===== src/rtl/lcd_ctrl.sv =====
// lcd_ctrl: HD44780 write sequencer. Runs the power-on init commands on its
// own, then accepts one command/character byte per valid/ready handshake and
// produces the RS/data setup, EN pulse, hold and execution wait for it.
module lcd_ctrl #(
    parameter int T_POWERUP = 750000,
    parameter int T_SETUP   = 2,
    parameter int T_PULSE   = 12,
    parameter int T_HOLD    = 2,
    parameter int T_EXEC    = 2000,
    parameter int T_CLEAR   = 82000
) (
    input  logic       i_clk,
    input  logic       i_rst,
    input  logic       i_valid,
    input  logic       i_rs,
    input  logic [7:0] i_data,
    output logic       o_ready,
    output logic       o_init_done,
    output logic       o_lcd_on,
    output logic       o_lcd_en,
    output logic       o_lcd_rs,
    output logic       o_lcd_rw,
    output logic [7:0] o_lcd_data
);

    function automatic int max2(input int a, input int b);
        return (a > b) ? a : b;
    endfunction

    localparam int T_MAX = max2(max2(max2(T_POWERUP, T_SETUP), max2(T_PULSE, T_HOLD)),
                                max2(T_EXEC, T_CLEAR));
    localparam int CNT_W = $clog2(T_MAX + 1);

    // Each state lasts N cycles, so the counter is loaded with N-1 on entry.
    localparam logic [CNT_W-1:0] L_POWERUP = CNT_W'(T_POWERUP - 1);
    localparam logic [CNT_W-1:0] L_SETUP   = CNT_W'(T_SETUP - 1);
    localparam logic [CNT_W-1:0] L_PULSE   = CNT_W'(T_PULSE - 1);
    localparam logic [CNT_W-1:0] L_HOLD    = CNT_W'(T_HOLD - 1);
    localparam logic [CNT_W-1:0] L_EXEC    = CNT_W'(T_EXEC - 1);
    localparam logic [CNT_W-1:0] L_CLEAR   = CNT_W'(T_CLEAR - 1);

    typedef enum logic [2:0] {
        S_POWERUP,
        S_IDLE,
        S_SETUP,
        S_PULSE,
        S_HOLD,
        S_WAIT
    } state_t;

    // Function set 8-bit/2-line, display on, clear, entry mode increment.
    function automatic logic [7:0] init_cmd(input logic [1:0] idx);
        case (idx)
            2'd0:    return 8'h38;
            2'd1:    return 8'h0C;
            2'd2:    return 8'h01;
            default: return 8'h06;
        endcase
    endfunction

    // Clear display and return home need the long execution wait.
    function automatic logic is_slow_cmd(input logic rs, input logic [7:0] d);
        return !rs && (d == 8'h01 || d == 8'h02 || d == 8'h03);
    endfunction

    state_t           state, state_next;
    logic [CNT_W-1:0] cnt, cnt_next;
    logic [1:0]       init_idx, idx_next;
    logic             done_next;
    logic             rs_next;
    logic [7:0]       data_next;

    // Write-only interface: R/W is tied low.
    assign o_lcd_rw = 1'b0;

    // Next-state, counter reload and bus-value selection.
    always_comb begin
        state_next = state;
        cnt_next   = cnt - CNT_W'(1);
        idx_next   = init_idx;
        done_next  = o_init_done;
        rs_next    = o_lcd_rs;
        data_next  = o_lcd_data;
        case (state)
            S_POWERUP: begin
                if (cnt == '0) begin
                    state_next = S_SETUP;
                    cnt_next   = L_SETUP;
                    rs_next    = 1'b0;
                    data_next  = init_cmd(init_idx);
                end
            end
            S_IDLE: begin
                cnt_next = cnt;
                if (i_valid && o_ready) begin
                    state_next = S_SETUP;
                    cnt_next   = L_SETUP;
                    rs_next    = i_rs;
                    data_next  = i_data;
                end
            end
            S_SETUP: begin
                if (cnt == '0) begin
                    state_next = S_PULSE;
                    cnt_next   = L_PULSE;
                end
            end
            S_PULSE: begin
                if (cnt == '0) begin
                    state_next = S_HOLD;
                    cnt_next   = L_HOLD;
                end
            end
            S_HOLD: begin
                if (cnt == '0) begin
                    state_next = S_WAIT;
                    cnt_next   = is_slow_cmd(o_lcd_rs, o_lcd_data) ? L_CLEAR : L_EXEC;
                end
            end
            S_WAIT: begin
                if (cnt == '0) begin
                    if (o_init_done) begin
                        state_next = S_IDLE;
                    end else if (init_idx == 2'd3) begin
                        state_next = S_IDLE;
                        done_next  = 1'b1;
                    end else begin
                        state_next = S_SETUP;
                        cnt_next   = L_SETUP;
                        idx_next   = init_idx + 2'd1;
                        rs_next    = 1'b0;
                        data_next  = init_cmd(init_idx + 2'd1);
                    end
                end
            end
            default: begin
                state_next = S_POWERUP;
                cnt_next   = L_POWERUP;
            end
        endcase
    end

    // State/counter register; every output is registered from the next state.
    always_ff @(posedge i_clk or posedge i_rst) begin
        if (i_rst) begin
            state       <= S_POWERUP;
            cnt         <= L_POWERUP;
            init_idx    <= 2'd0;
            o_init_done <= 1'b0;
            o_ready     <= 1'b0;
            o_lcd_on    <= 1'b0;
            o_lcd_en    <= 1'b0;
            o_lcd_rs    <= 1'b0;
            o_lcd_data  <= 8'h00;
        end else begin
            state       <= state_next;
            cnt         <= cnt_next;
            init_idx    <= idx_next;
            o_init_done <= done_next;
            o_ready     <= (state_next == S_IDLE);
            o_lcd_on    <= 1'b1;
            o_lcd_en    <= (state_next == S_PULSE);
            o_lcd_rs    <= rs_next;
            o_lcd_data  <= data_next;
        end
    end

endmodule

===== config.mk =====
export PLATFORM = sky130hd
export DESIGN_NAME = lcd_ctrl
export DESIGN_NICKNAME = d
export VERILOG_FILES = /design/src/rtl/lcd_ctrl.sv
export SDC_FILE = /design/constraint.sdc
export NUM_CORES = 1
export LEC_CHECK = 0
export BUFFER_PORTS_ARGS = -buffer_cell sky130_fd_sc_hd__buf_2
export CAP_MARGIN = 20
export CORE_UTILIZATION = 25
export DETAILED_ROUTE_END_ITERATION = 8
export GPL_TIMING_DRIVEN = 0
export MAX_ROUTING_LAYER = met4
export PLACE_DENSITY = 0.5
export REMOVE_ABC_BUFFERS = 1
export SYNTH_ARGS = -nofsm -noshare
export SYNTH_HDL_FRONTEND = slang
export SYNTH_SLANG_ARGS = --single-unit

===== constraint.sdc =====
create_clock -name i_clk -period 2.4 [get_ports i_clk]
set_input_delay 0.48 -clock i_clk [delete_from_list [all_inputs] [get_ports i_clk]]
set_output_delay 0.48 -clock i_clk [all_outputs]
set_load 0.01 [all_outputs]

==> parameters.txt, run 1 <==
Parameter                              Value

Outcome
  Status ... finished clean

Setup path
  CP max stage cell ... sky130_fd_sc_hd__dfrtp_1
  Highest cell delay on the worst timing path ... 0.45 ns
  Worst Setup Path Type ... register to register
  Crit path max-delay family ... compound AO/OA/AOI/OAI gates
  Combined buffer and inverter count along the critical path ... 0
  Worst endpoint data arrival time ... 2.45 ns
  Chain of cells forming the critical path ... ha_1, nor4bb_1, nand3_1, o32ai_1, o21bai_2, a32o_1
  CP Max Fanout ... 16
  Launching element type of the critical path ... register
  Element type at the critical path end ... register
  Critical Path RT ... 2.59 ns

Synthesis
  Number of enable flip-flop cells after synthesis ... 0
  Area fraction of the dominant cell type after synthesis ... 25.41%
  FFs w/ async S/R, synth ... 100.0%
  Syn_area_per_cell ... 8.826 µm²
  Largest area contributor in the netlist ... sky130_fd_sc_hd__dfrtp_1
  Number of library cell types mapped by synthesis ... 57
  List of most frequent post-synthesis cells ... sky130_fd_sc_hd__o21ai_0 (27), sky130_fd_sc_hd__nor2_1 (26), sky130_fd_sc_hd__dfrtp_1 (25), sky130_fd_sc_hd__nand2_1 (25), sky130_fd_sc_hd__a21oi_1 (22)
  Synthesis-stage register bit count ... 38
  Most frequently used cell type in the post-synthesis netlist ... sky130_fd_sc_hd__o21ai_0
  Dominant synthesized flop cell ... sky130_fd_sc_hd__dfrtp_1
  Cell count after synthesis ... 279
  Share of synthesized area occupied by flip-flops and latches ... 39.28%
  Synthesis Warnings ... 0
  Synth Cell Area ... 2462 µm²
  Leading post-synthesis cells by cell area ... sky130_fd_sc_hd__dfrtp_1 (25%), sky130_fd_sc_hd__dfstp_2 (14%), sky130_fd_sc_hd__o21ai_0 (5.5%)

GRT
  Global route total overflow ... 0
  GR Util All Layers ... 13.60%
  Global-route wire length before repair ... 10.59 mm
  Vias in the first global route ... 2037
  Pin count of the biggest net entering global routing ... 39
  Number of antenna violations at the first check in global routing ... 0

Power
  Static leakage ... 1.153 nW
  Power per standard cell area ... 431.9 nW/µm²
  IR drop worst, VDD ... 0.2107 mV
  Tot Pwr ... 1.224 mW

Place
  Placed cell count ... 418
  Post-placement cell area ... 2679 µm²
  Pre-CTS worst setup slack ... -0.1564 ns
  Routability Congestion ... 0.7961
  Count of buffers from port buffering ... 24
  DPL Wire Length ... 4.491 mm

Layout
  Net count reported at finish ... 319
  Fraction of layout instances using a drive strength above 1 ... 22.74%
  Final standard cell area without fillers ... 2835 µm²
  Number of diodes ... 0
  Filler cell count in the final layout ... 1000
  Utilization of the core after routing ... 30.25%
  Synth-to-Final Area Change ... 15.14%
  Final cell count without fillers ... 428

CTS
  Clock Pin Slew Worst Setup and Hold Paths ... 0.08 ns
  Total number of clock tree sinks ... 38
  Clk buf depth ... 2
  Clk_lat worst skew ... 0.30 ns
  Clock tree from TritonCTS ... built
  Number of buffers inserted during clock tree synthesis ... 5
  CTS H-tree depth ... 2
  Clock tree root driver cell ... sky130_fd_sc_hd__clkbuf_8

Floorplan
  Std-Cell Core Area ... 9371 µm²
  Number of rows created at floorplan ... 35
  Initial Util ... 26.28%
  Ports ... 26
  Die area ... 10250 µm²
  Die outline height ... 101.2 µm
  Die X ... 101.2 µm

STA
  Post-layout minimum cycle time ... 2.255 ns
  Max Clock Skew ... 0.008883 ns
  Final-report max-slew violation count ... 0
  Achievable clock frequency ... 443.5 MHz
  Setup-violating endpoint count in the final report ... 0
  Relative slew margins ... 46.27%
  Period utilization ... 93.95%
  Hold Vio Cnt, Final ... 0
  Transition time at the pin with the least slew margin ... 0.8047 ns
  Min Hold Slack ... 0.3309 ns
  RSZ-0062 raised after global routing ... false
  Smallest setup slack after layout ... 0.1452 ns
  Setup TNS after final layout ... 0 ns

Routing
  Final ANT Viol Nets ... 0
  Final Routed Wirelength ... 6.307 mm
  Residual DRC ... 0
  Vias after detailed routing ... 2143
  Detail-routed via count per cell ... 5.007
  Drt initial violations ... 181
  Detail-routed net length per standard cell ... 14.74 µm
  Pre-antenna DRT Iters ... 4

Worst hold path
  Path class of the lowest-slack min-delay path ... input port to async pin

Flow run
  Max Cap Viol ... 0
## per-layer routing
layer | up-vias | track usage [%] | wire, µm | share of wire [%]
met4 | 0 | 4.682 | 95 | 1.5
met5 | - | - | 0 | 0
met2 | 38 | 20.72 | 3033 | 48
li1 | 1063 | - | - | -
met3 | 6 | 2.346 | 241 | 3.8
met1 | 1036 | 18.17 | 2937 | 47
## cells in the final DEF (no fill, tap or decap), types with 7 or more instances in the layout
master,instances
sky130_fd_sc_hd__a21oi_1,21
sky130_fd_sc_hd__buf_2,25
sky130_fd_sc_hd__dfrtp_1,22
sky130_fd_sc_hd__dfstp_2,13
sky130_fd_sc_hd__ha_1,9
sky130_fd_sc_hd__inv_1,9
sky130_fd_sc_hd__nand2_1,25
sky130_fd_sc_hd__nand3_1,11
sky130_fd_sc_hd__nor2_1,24
sky130_fd_sc_hd__nor3_1,9
sky130_fd_sc_hd__nor4_1,7
sky130_fd_sc_hd__o21ai_0,27
## where the power goes
| part | total (mW) | leakage [nW] | switching [mW] | internal, mW |
|---|---|---|---|---|
| logic | 0.0325 | 0.641 | 0.0218 | 0.0107 |
| registers | 0.645 | 0.454 | 0.00137 | 0.643 |
| clock network | 0.547 | 0.0579 | 0.241 | 0.306 |
## state kept, by name, summed over array words and instances (netlist names)
name	flops
cnt	20
init_idx	2
o_init_done	1
o_lcd_data	8
o_lcd_en	1
o_lcd_on	1
o_lcd_rs	1
o_ready	1
state	3
## area by class of cell
cell class	count	area [µm²]	share of cell area (%)
multi-input combinational	216	1416	49.96
sequential	38	970.9	34.25
tap	129	161.4	5.693
timing repair buffer	27	140.1	4.943
clock buffer	5	68.82	2.427
clock inverter	3	40.04	1.412
inverter	10	37.54	1.324
## worst paths after layout
kind	startpoint	slack (ns)	cells past startpoint	end
setup / recovery	init_idx[0]$_DFFE_PP0P_	0.15	6	o_lcd_data[7]$_DFFE_PP0P_
hold / removal	i_rst	0.33	2	o_lcd_on$_DFF_PP0_
setup reg to reg	init_idx[0]$_DFFE_PP0P_	0.15	6	o_lcd_data[7]$_DFFE_PP0P_
hold reg to reg	o_lcd_data[0]$_DFFE_PP0P_	0.51	2	o_lcd_data[0]$_DFFE_PP0P_
max in group asynchronous	i_rst	1.50	2	state[0]$_DFF_PP0_
min in group i_clk	i_rs	0.42	3	o_lcd_rs$_DFFE_PP0P_
## worst register-to-register path: cells and delay by family (launching register included)
kind	cells	cell delay (ns)
and+or+nand+nor	2	0.51
AOI/OAI and AO/OA	3	0.85
DFF	1	0.45
adders and majority gates	1	0.35
## cells by family (layout without fill, tap and decap cells)
| family | Yosys count | after routing | share of synthesized area (%) |
|---|---|---|---|
| AOI/OAI and AO/OA | 95 | 95 | 25.41 |
| xor gates and xnor gates | 3 | 3 | 1.067 |
| adders and majority gates | 9 | 9 | 4.573 |
| buffers and inverters | 25 | 45 | 4.370 |
| DFF | 38 | 38 | 39.28 |
| muxes | 4 | 4 | 1.626 |
| other | 2 | 2 | 0.3050 |
| and+or+nand+nor | 103 | 103 | 23.37 |
## timing repair
action / CTS / global route
hold buffers: 0 / 0
gates cloned: 0 / 0
pin swaps: 0 / 2
endpoints found under the setup margin: 19 / 20
gates resized for setup: 4 / 6
buffers inserted: 0 / 2
No activity file was read; power rests on OpenSTA's default activity.
==> run 2, diff against run 1 <==
--- a/config.mk
+++ b/config.mk
@@ -7,11 +7,13 @@
 export LEC_CHECK = 0
 export BUFFER_PORTS_ARGS = -buffer_cell sky130_fd_sc_hd__buf_2
 export CAP_MARGIN = 20
+export CELL_PAD_IN_SITES_DETAIL_PLACEMENT = 1
+export CELL_PAD_IN_SITES_GLOBAL_PLACEMENT = 1
 export CORE_UTILIZATION = 25
 export DETAILED_ROUTE_END_ITERATION = 8
 export GPL_TIMING_DRIVEN = 0
 export MAX_ROUTING_LAYER = met4
-export PLACE_DENSITY = 0.5
+export PLACE_DENSITY = 0.58
 export REMOVE_ABC_BUFFERS = 1
 export SYNTH_ARGS = -nofsm -noshare
 export SYNTH_HDL_FRONTEND = slang
==> parameters.txt, run 2 (synthesis results as in run 1) <==
Parameter                              Value

CTS
  Clock Pin Slew Worst Setup and Hold Paths ... 0.09 ns (was 0.08 ns)
  Clk_lat worst skew ... 0.30 ns (about the same)
  Clock tree root driver cell ... sky130_fd_sc_hd__clkbuf_8 (unchanged)
  CTS H-tree depth ... 2 (unchanged)
  Total number of clock tree sinks ... 38 (unchanged)
  Clock tree from TritonCTS ... built (unchanged)
  Number of buffers inserted during clock tree synthesis ... 5 (unchanged)
  Clk buf depth ... 2 (unchanged)

Worst hold path
  Path class of the lowest-slack min-delay path ... input port to async pin (unchanged)

GRT
  GR Util All Layers ... 14.28% (was 13.60%)
  Number of antenna violations at the first check in global routing ... 0 (unchanged)
  Pin count of the biggest net entering global routing ... 39 (unchanged)
  Global route total overflow ... 0 (unchanged)
  Vias in the first global route ... 2165 (was 2037)
  Global-route wire length before repair ... 11.09 mm (was 10.59 mm)

Routing
  Detail-routed net length per standard cell ... 15.75 µm (was 14.74 µm)
  Final Routed Wirelength ... 6.725 mm (was 6.307 mm)
  Detailed-routing wirelength on met1 ... 3.309 mm (was 2.937 mm)
  Top Metal Used ... met4 (unchanged)
  Residual DRC ... 0 (unchanged)
  Wire length on met3 ... 191 µm (was 241 µm)
  Pre-antenna DRT Iters ... 4 (unchanged)
  Vias after detailed routing ... 2153 (was 2143)
  Detail-routed via count per cell ... 5.042 (was 5.007)
  Met2 wire length ... 3.145 mm (was 3.033 mm)
  Drt initial violations ... 84 (was 181)
  Final ANT Viol Nets ... 0 (unchanged)

Place
  DPL Wire Length ... 4.896 mm (was 4.491 mm)
  Post-placement cell area ... 2679 µm² (unchanged)
  Placed cell count ... 417 (was 418)
  Routability Congestion ... 0.7779 (was 0.7961)
  Count of buffers from port buffering ... 24 (unchanged)

Setup path
  Element type at the critical path end ... register (unchanged)
  Critical Path RT ... 2.62 ns (was 2.59 ns)
  First element of the critical path ... cnt[0]$_DFFE_PP1N_ (was init_idx[0]$_DFFE_PP0P_)
  CP Max Fanout ... 13 (was 16)
  Worst Setup Path Type ... register to register (unchanged)
  CP max stage cell ... sky130_fd_sc_hd__dfstp_2 (was sky130_fd_sc_hd__dfrtp_1)
  Worst endpoint data arrival time ... 2.49 ns (was 2.45 ns)
  Source of the worst register-to-register timing path ... cnt[0]$_DFFE_PP1N_ (was init_idx[0]$_DFFE_PP0P_)
  Launching element type of the critical path ... register (unchanged)
  Register-to-register setup slack ... 0.13 ns (was 0.15 ns)
  Highest cell delay on the worst timing path ... 0.58 ns (was 0.45 ns)
  Chain of cells forming the critical path ... inv_1, ha_1, nor4b_2, nand3_1, o211ai_2, a21o_4, or4_1, o211ai_1 (was ha_1, nor4bb_1, nand3_1, o32ai_1, o21bai_2, a32o_1)

Floorplan
  Number of rows created at floorplan ... 35 (unchanged)
  Initial Util ... 26.28% (unchanged)
  Die outline height ... 101.2 µm (unchanged)
  Die area ... 10250 µm² (unchanged)
  Ports ... 26 (unchanged)
  Die X ... 101.2 µm (unchanged)
  Std-Cell Core Area ... 9371 µm² (unchanged)

STA
  Period utilization ... 94.74% (was 93.95%)
  RSZ-0062 raised after global routing ... true (was false)
  Setup-violating endpoint count in the final report ... 0 (unchanged)
  Relative slew margins ... 45.43% (was 46.27%)
  Post-layout minimum cycle time ... 2.274 ns (was 2.255 ns)
  Hold Vio Cnt, Final ... 0 (unchanged)
  Achievable clock frequency ... 439.8 MHz (was 443.5 MHz)
  Final-report max-slew violation count ... 0 (unchanged)
  Transition time at the pin with the least slew margin ... 0.8173 ns (was 0.8047 ns)
  Max Clock Skew ... 0.01511 ns (was 0.008883 ns)

Layout
  Net count reported at finish ... 318 (was 319)
  Registers with the highest flip-flop counts ... cnt x20, o_lcd_data x8, state x3 (unchanged)
  Final standard cell area without fillers ... 2868 µm² (was 2835 µm²)
  Largest Register ... cnt (unchanged)
  Utilization of the core after routing ... 30.60% (was 30.25%)
  Final cell count without fillers ... 427 (was 428)
  Fraction of layout instances using a drive strength above 1 ... 23.49% (was 22.74%)
  Most common library cell in the layout ignoring fill and taps ... sky130_fd_sc_hd__o21ai_0 (unchanged)
  Synth-to-Final Area Change ... 16.46% (was 15.14%)
  Max FFs per register ... 20 (unchanged)
  Top library cells by usage in the layout, fill and taps aside ... sky130_fd_sc_hd__o21ai_0 (27), sky130_fd_sc_hd__nand2_1 (25), sky130_fd_sc_hd__buf_2 (24), sky130_fd_sc_hd__nor2_1 (23), sky130_fd_sc_hd__dfrtp_1 (22) (was sky130_fd_sc_hd__o21ai_0 (27), sky130_fd_sc_hd__nand2_1 (25), sky130_fd_sc_hd__buf_2 (25), sky130_fd_sc_hd__nor2_1 (24), sky130_fd_sc_hd__dfrtp_1 (22))
  Number of diodes ... 0 (unchanged)

Power
  Static leakage ... 1.144 nW (was 1.153 nW)
  IR drop worst, VDD ... 0.2991 mV (was 0.2107 mV)
  Power per standard cell area ... 431.4 nW/µm² (was 431.9 nW/µm²)

Flow run
  Max Cap Viol ... 0 (unchanged)

Outcome
  Status ... finished clean (unchanged)
## run 2: path summary, 6_finish.rpt
path	endpoint	cells past startpoint
min	cnt[6]$_DFFE_PP0N_	2
min reg2reg	o_lcd_data[0]$_DFFE_PP0P_	2
min in group i_clk	o_lcd_data[6]$_DFFE_PP0P_	2
max in group asynchronous	state[0]$_DFF_PP0_	2
max	cnt[19]$_DFFE_PP1N_	8
max reg2reg	cnt[19]$_DFFE_PP1N_	8
## run 2: timing repair
item,CTS,global route
resized for setup,6,9
cloned,0,0
hold buffers,0,0
hold endpoints to repair,0,0
setup endpoints to repair,23,21
buffers inserted,0,2
pin swaps,0,2
## run 2: per-stage QoR
stage | TNS [ns] | total power, mW | worst slack, ns | hold WS [ns]
2_1_floorplan | 0 | 0.6727 | 0.2905 | 0.4894
3_3_place_gp | -4.371 | 0.6906 | -0.5890 | 0.4905
3_5_place_dp | -2.990 | 0.6910 | -0.2428 | 0.5015
4_1_cts | 0 | 1.266 | 0.02591 | 0.3746
5_1_grt | -0.01276 | 1.289 | -0.007113 | 0.4010
6_report | 0 | 1.237 | 0.1263 | 0.3305
## run 2: final cells by class
class / count / area, µm²
flip-flops and latches: 38 / 970.9
well taps: 129 / 161.4
clock inverters: 3 / 45.04
fillers: 1124 / 6504
clock buffers: 5 / 68.82
multi-input cells: 216 / 1449
repair buffers: 26 / 135.1
inverters: 10 / 37.54
## run 2: per-layer routing
layer / up-vias / global-route usage, %
li1: 1063 / -
met1: 1057 / 19.30
met2: 25 / 21.93
met3: 8 / 2.415
met4: 0 / 4.013
met5: - / -
## run 2: worst max-delay path, delay by kind of cell, from the launching register on
kind | cells | cell delay (ns)
flops | 1 | 0.58
buf+inv | 1 | 0.07
compound gates | 3 | 0.59
fa+ha+maj | 1 | 0.18
simple gates | 3 | 0.77
## run 2: power by group
group | total, mW | switching, mW | internal, mW
clock network | 0.560 | 0.251 | 0.309
logic | 0.0321 | 0.0213 | 0.0107
registers | 0.645 | 0.00145 | 0.643
total | 1.24 | 0.274 | 0.964
